`src/rtl/frame_deserializer_pkg.sv`:
```
// Shared definitions for the serial-audio frame deserializer:
// FSM state encoding and the frame-counter saturation value.
package frame_deserializer_pkg;

   typedef enum logic [1:0] {
      ST_IDLE  = 2'd0,
      ST_WAIT  = 2'd1,
      ST_SHIFT = 2'd2,
      ST_HOLD  = 2'd3
   } state_e;

   function automatic int unsigned cnt_sat(input int unsigned bits);
      return (32'd1 << bits) - 32'd1;
   endfunction

endpackage

```
`src/rtl/frame_shift_lane.sv`:
```
// One serial lane: MSB-first shift register with synchronous clear.
module frame_shift_lane #(
   parameter int OUT_BITS = 16
) (
   input  logic                clk_i,
   input  logic                clear_i,
   input  logic                shift_i,
   input  logic                bit_i,
   output logic [OUT_BITS-1:0] word_o
);

   logic [OUT_BITS-1:0] word_q;

   always_ff @(posedge clk_i) begin
      if (clear_i) begin
         word_q <= '0;
      end else if (shift_i) begin
         word_q <= {word_q[OUT_BITS-2:0], bit_i};
      end
   end

   assign word_o = word_q;

endmodule

```
`src/rtl/frame_deserializer.sv`:
```
// Captures CHANNELS serial lines into parallel words framed by the falling
// edge of the word-clock latch, with valid/error strobes and lock tracking.
module frame_deserializer
   import frame_deserializer_pkg::*;
#(
   parameter int CHANNELS  = 2,
   parameter int OUT_BITS  = 16,
   parameter int FIRST_BIT = 13,
   parameter int CNT_BITS  = 6
) (
   input  logic                         i_clk,
   input  logic                         i_reset,
   input  logic                         i_latch,
   input  logic [CHANNELS-1:0]          i_data,
   output logic [CHANNELS*OUT_BITS-1:0] o_data,
   output logic                         o_valid,
   output logic                         o_error,
   output logic                         o_locked
);

   localparam logic [CNT_BITS-1:0] CNT_MAX   = CNT_BITS'(cnt_sat(CNT_BITS));
   localparam logic [CNT_BITS-1:0] FIRST_CNT = CNT_BITS'(FIRST_BIT);
   localparam logic [CNT_BITS-1:0] LAST_CNT  = CNT_BITS'(FIRST_BIT + OUT_BITS - 1);

   state_e                        state_q;
   logic                          latch_q;
   logic [CNT_BITS-1:0]           cnt_q, cnt_d;
   logic                          done_q;
   logic                          good_q;
   logic [CHANNELS*OUT_BITS-1:0]  data_q;
   logic                          valid_q;
   logic                          error_q;
   logic                          locked_q;

   logic                          fall_w;
   logic                          shift_w;
   logic                          last_w;
   logic                          trunc_w;
   logic                          timeout_w;
   logic                          lane_clear;
   logic                          lane_shift;
   logic [CHANNELS*OUT_BITS-1:0]  lanes_w;

   always_comb begin
      fall_w    = latch_q & ~i_latch;
      shift_w   = ((state_q == ST_WAIT) && (cnt_q == FIRST_CNT)) || (state_q == ST_SHIFT);
      last_w    = shift_w && (cnt_q == LAST_CNT);
      // An edge landing on the final bit completes the frame rather than truncating it.
      trunc_w   = fall_w && ((state_q == ST_WAIT) || (state_q == ST_SHIFT)) && !last_w;
      timeout_w = !fall_w && (cnt_q == CNT_MAX);
      if (fall_w) begin
         cnt_d = '0;
      end else if (cnt_q == CNT_MAX) begin
         cnt_d = cnt_q;
      end else begin
         cnt_d = cnt_q + 1'b1;
      end
   end

   assign lane_clear = i_reset | trunc_w;
   assign lane_shift = shift_w & ~trunc_w;

   for (genvar c = 0; c < CHANNELS; c++) begin : g_lane
      frame_shift_lane #(
         .OUT_BITS(OUT_BITS)
      ) u_lane (
         .clk_i   (i_clk),
         .clear_i (lane_clear),
         .shift_i (lane_shift),
         .bit_i   (i_data[c]),
         .word_o  (lanes_w[c*OUT_BITS +: OUT_BITS])
      );
   end

   always_ff @(posedge i_clk) begin
      if (i_reset) begin
         state_q  <= ST_IDLE;
         latch_q  <= 1'b0;
         cnt_q    <= CNT_MAX;
         done_q   <= 1'b0;
         good_q   <= 1'b0;
         data_q   <= '0;
         valid_q  <= 1'b0;
         error_q  <= 1'b0;
         locked_q <= 1'b0;
      end else begin
         latch_q <= i_latch;
         cnt_q   <= cnt_d;
         done_q  <= last_w;
         valid_q <= done_q;
         error_q <= trunc_w;
         if (done_q) begin
            data_q <= lanes_w;
         end

         if (fall_w) begin
            state_q <= ST_WAIT;
         end else if (timeout_w) begin
            state_q <= ST_IDLE;
         end else begin
            case (state_q)
               ST_WAIT:  if (cnt_q == FIRST_CNT) state_q <= last_w ? ST_HOLD : ST_SHIFT;
               ST_SHIFT: if (last_w) state_q <= ST_HOLD;
               default:  ;
            endcase
         end

         // Lock needs two completed frames back to back; any error or timeout restarts it.
         if (trunc_w || timeout_w) begin
            locked_q <= 1'b0;
            good_q   <= 1'b0;
         end else if (done_q) begin
            if (good_q) locked_q <= 1'b1;
            good_q <= 1'b1;
         end
      end
   end

   assign o_data   = data_q;
   assign o_valid  = valid_q;
   assign o_error  = error_q;
   assign o_locked = locked_q;

endmodule

```
`config.mk`:
```
export PLATFORM = sky130hd
export DESIGN_NAME = frame_deserializer
export DESIGN_NICKNAME = d
export VERILOG_FILES = /design/src/rtl/frame_deserializer_pkg.sv /design/src/rtl/frame_shift_lane.sv /design/src/rtl/frame_deserializer.sv
export SDC_FILE = /design/constraint.sdc
export NUM_CORES = 1
export LEC_CHECK = 0
export ABC_AREA = 1
export CAP_MARGIN = 5
export CORE_ASPECT_RATIO = 1.5
export CORE_UTILIZATION = 50
export CTS_CLUSTER_SIZE = 20
export DETAILED_ROUTE_END_ITERATION = 8
export GPL_TIMING_DRIVEN = 0
export MAX_ROUTING_LAYER = met4
export PLACE_DENSITY = 0.82
export SETUP_SLACK_MARGIN = 0.05
export SKIP_CTS_REPAIR_TIMING = 1
export SYNTH_ARGS = -nofsm -noshare
export SYNTH_HDL_FRONTEND = slang
export SYNTH_HIERARCHICAL = 1
export SYNTH_SLANG_ARGS = --single-unit
```
`constraint.sdc`:
```
create_clock -name i_clk -period 7.1 [get_ports i_clk]
set_input_delay 1.42 -clock i_clk [delete_from_list [all_inputs] [get_ports i_clk]]
set_output_delay 1.42 -clock i_clk [all_outputs]
set_load 0.02 [all_outputs]
```
==> results.py <==
metrics = {
    "outcome": {
        "status": "finished, final reports clean",
    },
    "layout": {
        "final_nets": 491,
        "fill_cells": 551,
        "syn_to_final_growth_pct": 23.3,
        "mostFrequentLayoutCell": "nor2_1",
        "finalInstanceArea_sq_um": 3900,
        "final_cell_mix": "nor2_1, nand2_1, dfxtp_1",
        "drive_gt1_share_pct": 9.05,
        "diodes": 0,
    },
    "synth": {
        "yosys_warnings": 6,
        "synth_area_leaders": "dfxtp_1, nor2_1, nand2_1, inv_1, o21ai_0",
        "synth.avg_cell_area_sq_um": 7.36,
        "netlist_area_sq_um": 3170,
        "yosysTopAreaCell": "dfxtp_1",
        "yosysUniqueCellTypes": 27,
        "syn_inst": 430,
        "synth_top_area_share_pct": 49.3,
        "ys_ff_latch": 78,
        "ys_seq_area_share_pct": 49.3,
        "synth_nets": 440,
    },
    "timing": {
        "skew_ps": 8.56,
        "final-hold-violation-count": 0,
        "relSlewSlack_pct": 67.6,
        "worst_pin_slew_ps": 486,
        "rsz0062_at_grt": "no",
        "setup_ws_ps": 4120,
        "setup_tns_ps": 0,
        "period_needed_ps": 2980,
        "setup_violations": 0,
        "fin_hold_ws_ps": 482,
        "fin_crit_sh_pct": 42.0,
        "fmax_ghz": 0.335,
        "slew_violations": 0,
    },
    "floorplanning": {
        "start_util_pct": 51.6,
        "coreArea_sq_um": 6130,
        "dieArea_sq_um": 6660,
        "die_w_um": 67.0,
        "rows": 35,
        "io_pins": 40,
        "die_y_um": 99.5,
    },
    "clock_network": {
        "path_clk_slew_ps": 80,
        "cts_made_buffers": 9,
        "htreeDepth": 3,
        "cts_root_buffer": "clkbuf_8",
        "cts_sinks": 78,
        "clk-insertion-delay-late_ps": 350,
        "cts.path.max_buffers": 2,
        "cts_tree": "yes",
    },
    "place": {
        "io_buffers": 39,
        "dp_worst_setup_slack_ps": 3810,
        "routabilityCongestion": 0.827,
        "hpwl_um": 4560,
        "placed_cell_area_sq_um": 3660,
    },
    "critical_path": {
        "worst-r2r-setup-slack_ps": 5180,
        "arrival_ps": 3270,
        "endpoint_kind": "register",
        "r2r-start": "cnt_q[1]",
        "r2r_end": "g_lane[0].u_lane/word_o[5]",
        "cp-start-kind": "primary input",
        "r2r_cells": 13,
        "critPathKind": "primary input to register",
        "path_max_fanout": 10,
        "required_ps": 7390,
    },
    "drt": {
        "wire_per_inst_um": 11.6,
        "firstDrtPassIters": 4,
        "num_vias": 2690,
        "drc": 0,
        "drt_iter0_drc": 198,
        "final_antenna_net_count": 0,
        "viasPerCell": 4.80,
        "wirelength_um": 6480,
    },
    "global_routing": {
        "grt_pass1_wl_um": 11100,
        "grt-ovfl-total": 0,
        "track_usage_pct": 22.5,
        "grt_antenna_before_repair": 0,
        "grt_max_degree": 14,
        "grt_pass1_vias": 2547,
    },
    "pwr": {
        "leakagePower_nw": 1.70,
        "vdd_ir_drop_max_v": 0.000158,
        "power_density_nw_per_um2": 326,
    },
    "worst_hold_path": {
        "hold_end": "g_lane[1].u_lane/word_o[15]",
        "hold_path.class": "register to register",
        "hp-start": "g_lane[1].u_lane/word_o[15]",
        "whs_path_depth": 2,
    },
    "flow_run": {
        "drv_cap": 0,
    },
}
## per-layer routing
metal | up-vias | track usage (%) | part of all wire, %
met1 | 1220 | 25.8 | 44
li1 | 1402 | - | -
met2 | 56 | 36.8 | 50
met5 | - | - | 0
met4 | 0 | 8.67 | 2.0
met3 | 12 | 5.96 | 4.1
## synth_stat cells, drive strengths merged
master,number
a21boi,1
a21oi,3
a31oi,1
buf,12
clkbuf,6
dfxtp,78
ha,5
inv,48
nand2,84
nand3,4
nand3b,2
nand4,1
nor2,143
o211ai,4
o21ai,35
o311ai,1
xor2,2
## critical path, cell delays in order
cell	delay (ps)
clkdlybuf4s50_1	530
inv_1	180
clkbuf_1	390
nand2_1	160
inv_1	230
buf_4	220
nand2_1	60
nor2_1	90
## metrics by stage
step           utilization (%)  total power [mW]  instances
3_5_place_dp              59.6             0.881        544
3_3_place_gp              59.5             0.862        543
2_1_floorplan                -             0.815        430
5_1_grt                   63.7              1.36        560
6_report                  63.7              1.27        560
4_1_cts                   63.7              1.28        560
## area by class of cell
class                      instances  area, sq um  share of cell area (%)
sequential                        78         1560                    40.0
multi-input combinational        286         1300                    33.3
timing repair buffer              40          398                    10.2
tap                               74         92.6                    2.37
buffer                            18          125                    3.21
inverter                          48          180                    4.62
clock buffer                      11          141                    3.62
clock inverter                     5          106                    2.72
## worst max path at each step
stage	slack, ps	to	cells past startpoint	start
6_report	4120	g_lane[0].u_lane/word_o[10]	8	i_reset
4_1_cts	4120	g_lane[0].u_lane/word_o[10]	8	i_reset
2_1_floorplan	4110	g_lane[0].u_lane/word_o[4]	8	i_latch
5_1_grt	3930	g_lane[0].u_lane/word_o[10]	8	i_reset
3_5_place_dp	3810	g_lane[0].u_lane/word_o[8]	8	i_reset
3_3_place_gp	3260	g_lane[0].u_lane/word_o[5]	9	i_latch
## power by group
| group | switching (mW) | internal (mW) |
|---|---|---|
| clock | 0.157 | 0.244 |
| sequential | 0.0585 | 0.503 |
| combinational | 0.182 | 0.130 |
## cells by family after synthesis
logic type / after synthesis / share of synthesized area, %
XOR/XNOR: 2 / 0.553
AO/OA/AOI/OAI: 45 / 7.98
AND/OR/NAND/NOR: 234 / 30.5
flip-flops: 78 / 49.3
buffers and inverters: 66 / 9.64
adder cells (fa/ha/maj): 5 / 1.98
## sequential cells by signal, summed over array words and instances, names as in the netlist, 2 cells and up
register              flops
cnt_q                     6
state_q                   2
o_data                   32
g_lane.u_lane/word_o     32
(Power assumes the default switching activity.)
